--- src/rtl/entropy_harvester_pkg.sv ---
// Shared types and constants for the TRNG entropy harvester slice.
package trng_pkg;

  typedef enum logic {
    VN_EMPTY      = 1'b0,
    VN_HAVE_FIRST = 1'b1
  } vn_state_e;

  localparam int unsigned          OVF_CNT_W = 16;
  localparam logic [OVF_CNT_W-1:0] OVF_MAX   = '1;

  function automatic logic [OVF_CNT_W-1:0] ovf_sat_inc(input logic [OVF_CNT_W-1:0] v);
    return (v == OVF_MAX) ? v : v + 1'b1;
  endfunction

endpackage

--- src/rtl/entropy_harvester_if.sv ---
// Valid/ready word delivery bus between the harvester and its consumer.
interface entropy_harvester_if #(
  parameter int unsigned WORD_W = 32
) ();
  logic [WORD_W-1:0] word_out;
  logic              word_valid;
  logic              word_ready;

  modport master (output word_out, output word_valid, input  word_ready);
  modport slave  (input  word_out, input  word_valid, output word_ready);
endinterface

--- src/rtl/entropy_harvester_vn.sv ---
// Von Neumann corrector: pairs successive samples, emits first bit of unequal pairs.
module vn_debiaser
  import trng_pkg::*;
#(
  parameter int unsigned VN_EN = 1
) (
  input  logic clk_in,
  input  logic rst_n,
  input  logic clear,
  input  logic bit_in,
  input  logic bit_vld,
  output logic bit_out,
  output logic bit_out_vld
);

  vn_state_e state_q, state_d;
  logic      first_q, first_d;
  logic      pair_emit;

  always_ff @(posedge clk_in or negedge rst_n) begin
    if (!rst_n) begin
      state_q <= VN_EMPTY;
      first_q <= 1'b0;
    end else begin
      state_q <= state_d;
      first_q <= first_d;
    end
  end

  always_comb begin
    state_d   = state_q;
    first_d   = first_q;
    pair_emit = 1'b0;
    if (clear) begin
      state_d = VN_EMPTY;
    end else if (bit_vld) begin
      case (state_q)
        VN_EMPTY: begin
          first_d = bit_in;
          state_d = VN_HAVE_FIRST;
        end
        VN_HAVE_FIRST: begin
          pair_emit = (first_q != bit_in);
          state_d   = VN_EMPTY;
        end
        default: state_d = VN_EMPTY;
      endcase
    end
  end

  // (0,1) -> 0 and (1,0) -> 1, i.e. the stored first bit
  assign bit_out     = (VN_EN != 0) ? first_q   : bit_in;
  assign bit_out_vld = (VN_EN != 0) ? pair_emit : bit_vld;

endmodule

--- src/rtl/entropy_harvester.sv ---
// Raw entropy synchroniser/XOR combiner, VN corrector, repetition-count test and word packer.
module entropy_harvester
  import trng_pkg::*;
#(
  parameter int unsigned NUM_CH      = 4,
  parameter int unsigned SYNC_STAGES = 2,
  parameter int unsigned WORD_W      = 32,
  parameter int unsigned VN_EN       = 1,
  parameter int unsigned RCT_LIMIT   = 32
) (
  input  logic                 clk_in,
  input  logic                 rst_n,
  input  logic                 enable,
  input  logic [NUM_CH-1:0]    raw_bits,
  entropy_harvester_if.master  bus,
  output logic [OVF_CNT_W-1:0] overflow_cnt,
  output logic                 health_fail
);

  localparam int unsigned CNT_W = $clog2(WORD_W + 1);
  localparam int unsigned RCT_W = $clog2(RCT_LIMIT + 1);

  logic [NUM_CH-1:0]    sync_q [SYNC_STAGES];
  logic                 comb_q;
  logic [WORD_W-1:0]    shreg_q, shreg_d;
  logic [CNT_W-1:0]     bitcnt_q, bitcnt_d;
  logic [RCT_W-1:0]     rct_q, rct_d;
  logic                 last_q, last_d;
  logic                 hf_q, hf_d;
  logic [WORD_W-1:0]    word_q, word_d;
  logic                 valid_q, valid_d;
  logic [OVF_CNT_W-1:0] ovf_q, ovf_d;
  logic                 taken, vn_bit, vn_vld, complete;
  logic [WORD_W-1:0]    next_word;

  // Synchroniser and combiner free-run regardless of enable
  always_ff @(posedge clk_in or negedge rst_n) begin
    if (!rst_n) begin
      for (int unsigned i = 0; i < SYNC_STAGES; i++) sync_q[i] <= '0;
      comb_q <= 1'b0;
    end else begin
      sync_q[0] <= raw_bits;
      for (int unsigned i = 1; i < SYNC_STAGES; i++) sync_q[i] <= sync_q[i-1];
      comb_q <= ^sync_q[SYNC_STAGES-1];
    end
  end

  assign taken = enable & ~hf_q;

  vn_debiaser #(.VN_EN(VN_EN)) u_vn (
    .clk_in      (clk_in),
    .rst_n       (rst_n),
    .clear       (~enable),
    .bit_in      (comb_q),
    .bit_vld     (taken),
    .bit_out     (vn_bit),
    .bit_out_vld (vn_vld)
  );

  assign next_word = {shreg_q[WORD_W-2:0], vn_bit};

  always_comb begin
    shreg_d  = shreg_q;
    bitcnt_d = bitcnt_q;
    rct_d    = rct_q;
    last_d   = last_q;
    hf_d     = hf_q;
    word_d   = word_q;
    valid_d  = valid_q;
    ovf_d    = ovf_q;
    complete = 1'b0;
    if (!enable) begin
      shreg_d  = '0;
      bitcnt_d = '0;
      rct_d    = '0;
      hf_d     = 1'b0;
    end else begin
      if (taken) begin
        last_d = comb_q;
        rct_d  = (rct_q != '0 && comb_q == last_q) ? rct_q + 1'b1 : RCT_W'(1);
        if (rct_d >= RCT_W'(RCT_LIMIT)) hf_d = 1'b1;
      end
      if (vn_vld) begin
        shreg_d = next_word;
        if (bitcnt_q == CNT_W'(WORD_W - 1)) begin
          bitcnt_d = '0;
          complete = 1'b1;
        end else begin
          bitcnt_d = bitcnt_q + 1'b1;
        end
      end
    end
    // A completed word displaces the held one only if it is free or being consumed now
    if (complete) begin
      if (!valid_q || bus.word_ready) begin
        word_d  = next_word;
        valid_d = 1'b1;
      end else begin
        ovf_d = ovf_sat_inc(ovf_q);
      end
    end else if (valid_q && bus.word_ready) begin
      valid_d = 1'b0;
    end
  end

  always_ff @(posedge clk_in or negedge rst_n) begin
    if (!rst_n) begin
      shreg_q  <= '0;
      bitcnt_q <= '0;
      rct_q    <= '0;
      last_q   <= 1'b0;
      hf_q     <= 1'b0;
      word_q   <= '0;
      valid_q  <= 1'b0;
      ovf_q    <= '0;
    end else begin
      shreg_q  <= shreg_d;
      bitcnt_q <= bitcnt_d;
      rct_q    <= rct_d;
      last_q   <= last_d;
      hf_q     <= hf_d;
      word_q   <= word_d;
      valid_q  <= valid_d;
      ovf_q    <= ovf_d;
    end
  end

  assign bus.word_out   = word_q;
  assign bus.word_valid = valid_q;
  assign overflow_cnt   = ovf_q;
  assign health_fail    = hf_q;

endmodule

--- src/flat_wrapper.sv ---
// flat-port wrapper written by rule: the top's interface ports become plain ports
module entropy_harvester_flat import trng_pkg::*;
#(
  parameter int unsigned NUM_CH      = 4,
  parameter int unsigned SYNC_STAGES = 2,
  parameter int unsigned WORD_W      = 32,
  parameter int unsigned VN_EN       = 1,
  parameter int unsigned RCT_LIMIT   = 32
)
  (clk_in, rst_n, enable, raw_bits, overflow_cnt, health_fail, bus_word_out, bus_word_valid, bus_word_ready);
  entropy_harvester_if #(.WORD_W(WORD_W)) bus_i ();
  input  logic clk_in;
  input  logic rst_n;
  input  logic enable;
  input  logic [NUM_CH-1:0] raw_bits;
  output logic [OVF_CNT_W-1:0] overflow_cnt;
  output logic health_fail;
  output wire logic [$bits(bus_i.word_out)-1:0] bus_word_out;
  output wire logic [$bits(bus_i.word_valid)-1:0] bus_word_valid;
  input wire logic [$bits(bus_i.word_ready)-1:0] bus_word_ready;
  assign bus_word_out = bus_i.word_out;
  assign bus_word_valid = bus_i.word_valid;
  assign bus_i.word_ready = bus_word_ready;
  entropy_harvester #(.NUM_CH(NUM_CH), .SYNC_STAGES(SYNC_STAGES), .WORD_W(WORD_W), .VN_EN(VN_EN), .RCT_LIMIT(RCT_LIMIT)) u_core (.clk_in(clk_in), .rst_n(rst_n), .enable(enable), .raw_bits(raw_bits), .bus(bus_i), .overflow_cnt(overflow_cnt), .health_fail(health_fail));
endmodule
--- config.mk ---
export PLATFORM = sky130hd
export DESIGN_NAME = entropy_harvester_flat
export DESIGN_NICKNAME = d
export VERILOG_FILES = /design/src/rtl/entropy_harvester_pkg.sv /design/src/rtl/entropy_harvester_if.sv /design/src/rtl/entropy_harvester_vn.sv /design/src/rtl/entropy_harvester.sv /design/src/flat_wrapper.sv
export SDC_FILE = /design/constraint.sdc
export NUM_CORES = 1
export LEC_CHECK = 0
export ABC_CLOCK_PERIOD_IN_PS = 2450
export CELL_PAD_IN_SITES_DETAIL_PLACEMENT = 1
export CELL_PAD_IN_SITES_GLOBAL_PLACEMENT = 2
export CORE_MARGIN = 1.5
export CORE_UTILIZATION = 36
export DETAILED_ROUTE_END_ITERATION = 8
export GPL_TIMING_DRIVEN = 1
export MAX_ROUTING_LAYER = met4
export PLACE_DENSITY = 0.82
export SLEW_MARGIN = 40
export SYNTH_ARGS = -nofsm -noshare
export SYNTH_HDL_FRONTEND = slang
export SYNTH_SLANG_ARGS = --single-unit
export TNS_END_PERCENT = 10
--- constraint.sdc ---
create_clock -name clk_in -period 2.45 [get_ports clk_in]
set_input_delay 0.6125 -clock clk_in [delete_from_list [all_inputs] [get_ports clk_in]]
set_output_delay 0.6125 -clock clk_in [all_outputs]
set_load 0.01 [all_outputs]
* Word-level counts from Yosys, hierarchy flattened
Cells that the tools add are included.
Widths: inputs -> output; s select.
** Word-level totals
- Register bits :: 105
- Input bits :: 8
- Logic and storage cells :: 66
** Operators by class
- Add/sub/neg operators :: 3
- Order comparisons :: 1
- Eq/ne operators :: 8
- Multiplexer cells :: 23
- Bitwise logic cells :: 5
- Reduce and logical (&&, ||, !) cells :: 13
** Operators by type and width (count)
- $mux 31 :: 2
- $mux 6 :: 6
- $add 16x1->16 const B :: 1
- $eq 16x16->1 const B :: 1
- $mux 1 :: 14
- $add 6x1->6 const B :: 2
- $reduce_and 2->1 :: 4
- $eq 6x5->1 const B :: 1
- $ge 6x6->1 const B :: 1
- $ne 2x1->1 const B :: 3
- $reduce_and 3->1 :: 2
- $reduce_bool 6->1 :: 1
- $not 1->1 :: 4
- $reduce_xor 4->1 :: 1
- $logic_and 1x1->1 :: 2
- $ne 2x2->1 const B :: 1
- $pmux 1 s2 :: 1
- $reduce_bool 2->1 :: 1
- $and 1x1->1 :: 1
- $eq 1x1->1 :: 1
- $logic_not 1->1 :: 1
- $logic_or 1x1->1 :: 1
- $ne 1x1->1 :: 1

* Longest topological paths before layout
- Depth in word-level cells :: 8
- Mapped depth :: 7
- Mapped depth without buffers :: 6

* By module
Synthesis repeated with hierarchy kept, for this count alone.
** Unflattened totals
- Cell total of the unflattened synthesis :: 331
- Area, all modules :: 4321.6 µm²
** Modules (own cells, without submodules)
- entropy_harvester :: times used 1, cells each 323, area an instance 4211.5 µm²
- vn_debiaser :: times used 1, cells each 8, area an instance 110.1 µm²

* Worst setup path before layout
Ideal clock, no wire load.
- Kind :: input to register
- From :: input port enable
- To :: register u_core.word_q[21], in the netlist u_core.bus.word_out[21]
- Library setup time :: 125 ps
- Arrival time :: 2031 ps
- Required time :: 2325 ps
- Path slack :: 295 ps
- Stages on the path :: 6
- Cells stage by stage :: clkbuf_1 > and2b_1 > nand3_4 > nor3_4 > buf_6 > mux2_2
** On the way
- Longest elaborated chain between the ends :: 6
** Ends and longest elaborated chain
- start, declared :: line flat_wrapper.sv:14 : input logic enable;
- $and 1x1->1 :: line entropy_harvester.sv:48 : assign taken = enable & ~hf_q;
- $mux 1 :: line entropy_harvester_vn.sv:36 : end else if (bit_vld) begin
- $mux 1 :: line entropy_harvester_vn.sv:34 : if (clear) begin
- $mux 1 :: line entropy_harvester.sv:83 : if (vn_vld) begin
- $mux 1 * :: line entropy_harvester.sv:72 : if (!enable) begin
- $reduce_and 2->1 (no source line) *
- end signal, assigned :: line entropy_harvester.sv:122 : word_q <= word_d;
- end, declared :: line entropy_harvester.sv:30 : logic [WORD_W-1:0] word_q, word_d;
Every way passes the cells marked *; elsewhere a longest branch is shown, timed or not.
A chain may end at the register's enable or synchronous reset.

* Worst setup path after layout
- From :: input port enable
- To :: register u_core.ovf_q[9], in the netlist u_core.overflow_cnt[9]
** On the way
- Longest elaborated chain between the ends :: 6
** Ends and longest elaborated chain
- $and 1x1->1 :: line entropy_harvester.sv:48
- $mux 1 :: line entropy_harvester_vn.sv:36
- $mux 1 :: line entropy_harvester_vn.sv:34
- $mux 1 :: line entropy_harvester.sv:83
- $mux 1 * :: line entropy_harvester.sv:72
- $reduce_and 3->1 (no source line) *
- end signal, assigned :: line entropy_harvester.sv:124 : ovf_q <= ovf_d;
- end, declared :: line entropy_harvester.sv:32 : logic [OVF_CNT_W-1:0] ovf_q, ovf_d;
Marked as above.

==> metrics.json <==
{
  "route.detailed.drc": {"value": 0},
  "synthSimpleGateAreaFrac": {"value": 0.169},
  "crit_fanout": {"value": 9},
  "postCtsSetupBuffers": {"value": 0},
  "fp.dieArea": {"value": 13000, "unit": "sq um"},
  "n_antenna_cell": {"value": 0},
  "start_util": {"value": 0.369},
  "routabilityCongestion": {"value": 0.726},
  "synth-adder-area-share": {"value": 0.0113},
  "fin_crit": {"value": 2.21, "unit": "ns"},
  "crit_path_cell_trace": {"value": "clkdlybuf4s50_1 > and4b_1 > nand4_2 > a2111oi_0 > xor2_1"},
  "antenna_violating_nets_post_route": {"value": 0},
  "drive_above_1_share": {"value": 0.158},
  "totalWireLength": {"value": 9.72, "unit": "mm"},
  "number_of_buffers_inserted_during_clock_tree_synthesis": {"value": 9},
  "detailedPlace.worstSlack": {"value": -0.156, "unit": "ns"},
  "totalPowerFinal": {"value": 3.38, "unit": "mW"},
  "std_cell_rows": {"value": 40},
  "cts_hold_buffers": {"value": 0},
  "rsz0062_at_grt": {"value": "no"},
  "cts_tree": {"value": "done"},
  "setup_viol": {"value": 0},
  "cts_buffer_depth": {"value": 2},
  "criticalPathCategory": {"value": "input port to flop"},
  "max-cap-violations": {"value": 0},
  "dieHeight": {"value": 114, "unit": "um"},
  "run_status": {"value": "finished, final reports clean"},
  "via_per_inst": {"value": 5.18},
  "fmax": {"value": 452, "unit": "MHz"},
  "worst_slack": {"value": 0.238, "unit": "ns"},
  "fin_skew": {"value": 0.00732, "unit": "ns"},
  "power_per_cell_area": {"value": 614, "unit": "nW/um^2"},
  "post_cts_resize_count": {"value": 0},
  "drt_iter0_markers": {"value": 151},
  "critical_path.n_buffers_inverters": {"value": 1},
  "routed-via-count": {"value": 3085},
  "hp-class": {"value": "input port to asynchronous set/reset pin"},
  "post_synth_xor_area_fraction": {"value": 0.0492},
  "fin_nets": {"value": 455},
  "floorplan.die.width": {"value": 114, "unit": "um"},
  "yosys.cell_types.count": {"value": 45},
  "area_growth_syn_to_layout": {"value": 24.3, "unit": "%"},
  "synthCells": {"value": 379},
  "grt.busiest_layer": {"value": "met2"},
  "leakagePower": {"value": 2.64, "unit": "nW"},
  "final_core_utilization": {"value": 0.458},
  "post_synth_instance_area": {"value": 4430, "unit": "sq um"},
  "antenna_found_initial": {"value": 0},
  "timing.critical_path.slowest_cell_delay": {"value": 0.60, "unit": "ns"},
  "route.detailed.wl_per_inst": {"value": 16.3, "unit": "um"},
  "place.detailed.hpwl": {"value": 6.48, "unit": "mm"},
  "cp-start-kind": {"value": "input port"},
  "path_depth": {"value": 5},
  "r2r.worst_path.cells": {"value": 5},
  "final_cell_mix": {"value": "105 x sky130_fd_sc_hd__dfrtp_1, 73 x sky130_fd_sc_hd__nand2_1, 56 x sky130_fd_sc_hd__clkdlybuf4s50_1, 38 x sky130_fd_sc_hd__nand3_1, 32 x sky130_fd_sc_hd__mux2_2"},
  "yosysSeqAreaShare": {"value": 0.593},
  "first_pass_grt_wire_length": {"value": 16.9, "unit": "mm"},
  "buffer_ports.inserted": {"value": 57},
  "io_pins": {"value": 58},
  "finalCritPeriodShare": {"value": 0.903},
  "cts.htree.levels": {"value": 3},
  "global_route.overflow_total": {"value": 0},
  "synthArstFlopShare": {"value": 1.00},
  "synth_compound_gate_area_share": {"value": 0.0593},
  "vdd_ir_drop_max": {"value": 0.000361, "unit": "V"},
  "met1_usage": {"value": 0.226},
  "track_usage": {"value": 0.170},
  "slew-limit-headroom": {"value": 0.562},
  "gr-usage-met2": {"value": 0.257},
  "number_of_sinks_on_the_clock_net": {"value": 105},
  "syn-num-nets": {"value": 391},
  "synth-edff-count": {"value": 0},
  "core_area": {"value": 12000, "unit": "sq um"},
  "synthesis.yosys.warnings": {"value": 0},
  "layout_commonest_cell": {"value": "sky130_fd_sc_hd__dfrtp_1"},
  "pin_count_of_the_biggest_net_entering_global_routing": {"value": 42},
  "most_used_flip_flop_cell_after_synthesis": {"value": "sky130_fd_sc_hd__dfrtp_1"},
  "cts_root_buf": {"value": "sky130_fd_sc_hd__clkbuf_16"},
  "finalHoldViolCount": {"value": 0},
  "drt_first_pass_iters": {"value": 4},
  "combinational_family_with_the_most_area_after_synthesis": {"value": "simple AND/OR/NAND/NOR gates"},
  "first_global_vias": {"value": 3321},
  "groute.layer.met3.usage": {"value": 0.0287},
  "cts_clock_pin_slew_for_the_worst_setup_and_hold_paths": {"value": 0.07, "unit": "ns"},
  "avgSynthCellArea": {"value": 11.7, "unit": "sq um"},
  "worstPathArrival": {"value": 2.41, "unit": "ns"},
  "timing_worst_slew_pin_value": {"value": 0.641, "unit": "ns"},
  "worstPathRequired": {"value": 2.65, "unit": "ns"},
  "timing.final.max_slew_violations": {"value": 0},
  "synth.mux.area_fraction": {"value": 0.0890},
  "worst_path_dominant_cell_family": {"value": "compound AO/OA/AOI/OAI gates"},
  "postSynthRegisterBits": {"value": 105},
  "setup.worst_path.end_class": {"value": "flop"},
  "worstSkewPairLatency": {"value": 0.34, "unit": "ns"},
  "critical-path-slowest-cell": {"value": "sky130_fd_sc_hd__a2111oi_0"}
}
flip-flops by register name (all words and copies together) (netlist names):
name / cells
u_core.bus.word_valid: 1
u_core.overflow_cnt: 16
u_core.health_fail: 1
u_core.rct_q: 6
u_core.bitcnt_q: 6
u_core.comb_q: 1
u_core.u_vn.bit_out: 1
u_core.shreg_q: 31
u_core.sync_q: 8
u_core.u_vn.state_q: 1
u_core.last_q: 1
u_core.bus.word_out: 32
stage by stage:
step                      setup TNS [ns]  std cells  hold WS (ns)  area [sq um]
after detailed placement          -0.369        579         0.336          5220
final                                  0        595         0.223          5510
after global placement                 0        579         0.333          5220
after CTS                              0        595         0.231          5510
after global routing                   0        595         0.253          5510
after floorplan                        0        379         0.317          4430
cell usage after synthesis (2+ instances only):
library cell | n | area [sq um]
sky130_fd_sc_hd__and3_1 | 4 | 25.0
sky130_fd_sc_hd__inv_1 | 6 | 22.5
sky130_fd_sc_hd__buf_1 | 3 | 11.3
sky130_fd_sc_hd__nand2_1 | 73 | 274
sky130_fd_sc_hd__dfrtp_1 | 105 | 2630
sky130_fd_sc_hd__buf_6 | 4 | 45.0
sky130_fd_sc_hd__mux2_2 | 32 | 360
sky130_fd_sc_hd__a211oi_1 | 6 | 45.0
sky130_fd_sc_hd__a21oi_1 | 10 | 50.1
sky130_fd_sc_hd__buf_2 | 4 | 20.0
sky130_fd_sc_hd__nand4_1 | 5 | 31.3
sky130_fd_sc_hd__nor4b_2 | 2 | 30.0
sky130_fd_sc_hd__nor2b_1 | 4 | 25.0
sky130_fd_sc_hd__xor2_1 | 19 | 166
sky130_fd_sc_hd__and2_1 | 2 | 12.5
sky130_fd_sc_hd__and4_1 | 3 | 26.3
sky130_fd_sc_hd__nor3_1 | 3 | 15.0
sky130_fd_sc_hd__and4b_1 | 2 | 20.0
sky130_fd_sc_hd__a2111oi_0 | 3 | 26.3
sky130_fd_sc_hd__mux2_1 | 3 | 33.8
sky130_fd_sc_hd__nor2_1 | 2 | 7.51
sky130_fd_sc_hd__o21ai_0 | 9 | 45.0
sky130_fd_sc_hd__a21o_1 | 2 | 15.0
sky130_fd_sc_hd__xnor2_1 | 4 | 35.0
sky130_fd_sc_hd__nand3_1 | 38 | 190
sky130_fd_sc_hd__clkbuf_1 | 8 | 30.0
sky130_fd_sc_hd__ha_1 | 4 | 50.1
sky130_fd_sc_hd__nand2b_1 | 2 | 12.5
cells by family after synthesis:
| kind of cell | after synthesis |
|---|---|
| AO/OA/AOI/OAI | 39 |
| adder cells (fa/ha/maj) | 4 |
| XOR/XNOR | 24 |
| flip-flops | 105 |
| AND/OR/NAND/NOR | 147 |
| multiplexers | 35 |
| buffers and inverters | 25 |
worst paths after layout:
check                                       startpoint  slack [ns]                       to
worst max-delay path                            enable        0.24   u_core.overflow_cnt[9]
worst min-delay path                             rst_n        0.22  u_core.overflow_cnt[14]
worst max register to register  u_core.overflow_cnt[0]        0.27   u_core.overflow_cnt[9]
worst min register to register        u_core.sync_q[7]        0.35         u_core.sync_q[3]
max in group asynchronous                        rst_n        1.61       u_core.health_fail
min in group clk_in                   u_core.sync_q[7]        0.35         u_core.sync_q[3]
routing by layer:
| metal | share of wire | routed length (um) |
|---|---|---|
| met2 | 0.48 | 4630 |
| met1 | 0.48 | 4700 |
| met5 | 0 | 0 |
| met4 | 0.012 | 114 |
| met3 | 0.028 | 277 |
power breakdown:
part	internal (mW)	switching (mW)
Combinational	0.0766	0.142
Sequential	1.76	0.0379
Clock	0.723	0.637
Total	2.56	0.816
area by class of cell:
cell class              instances  area, sq um
fillers                      1299         6510
clock inverters                 5         38.8
multi-input cells             249         1670
inverters                       6         22.5
well taps                     147          184
flip-flops and latches        105         2630
clock buffers                  11          243
repair buffers                 72          718
Note: power is estimated with default switching activity, not from simulation.
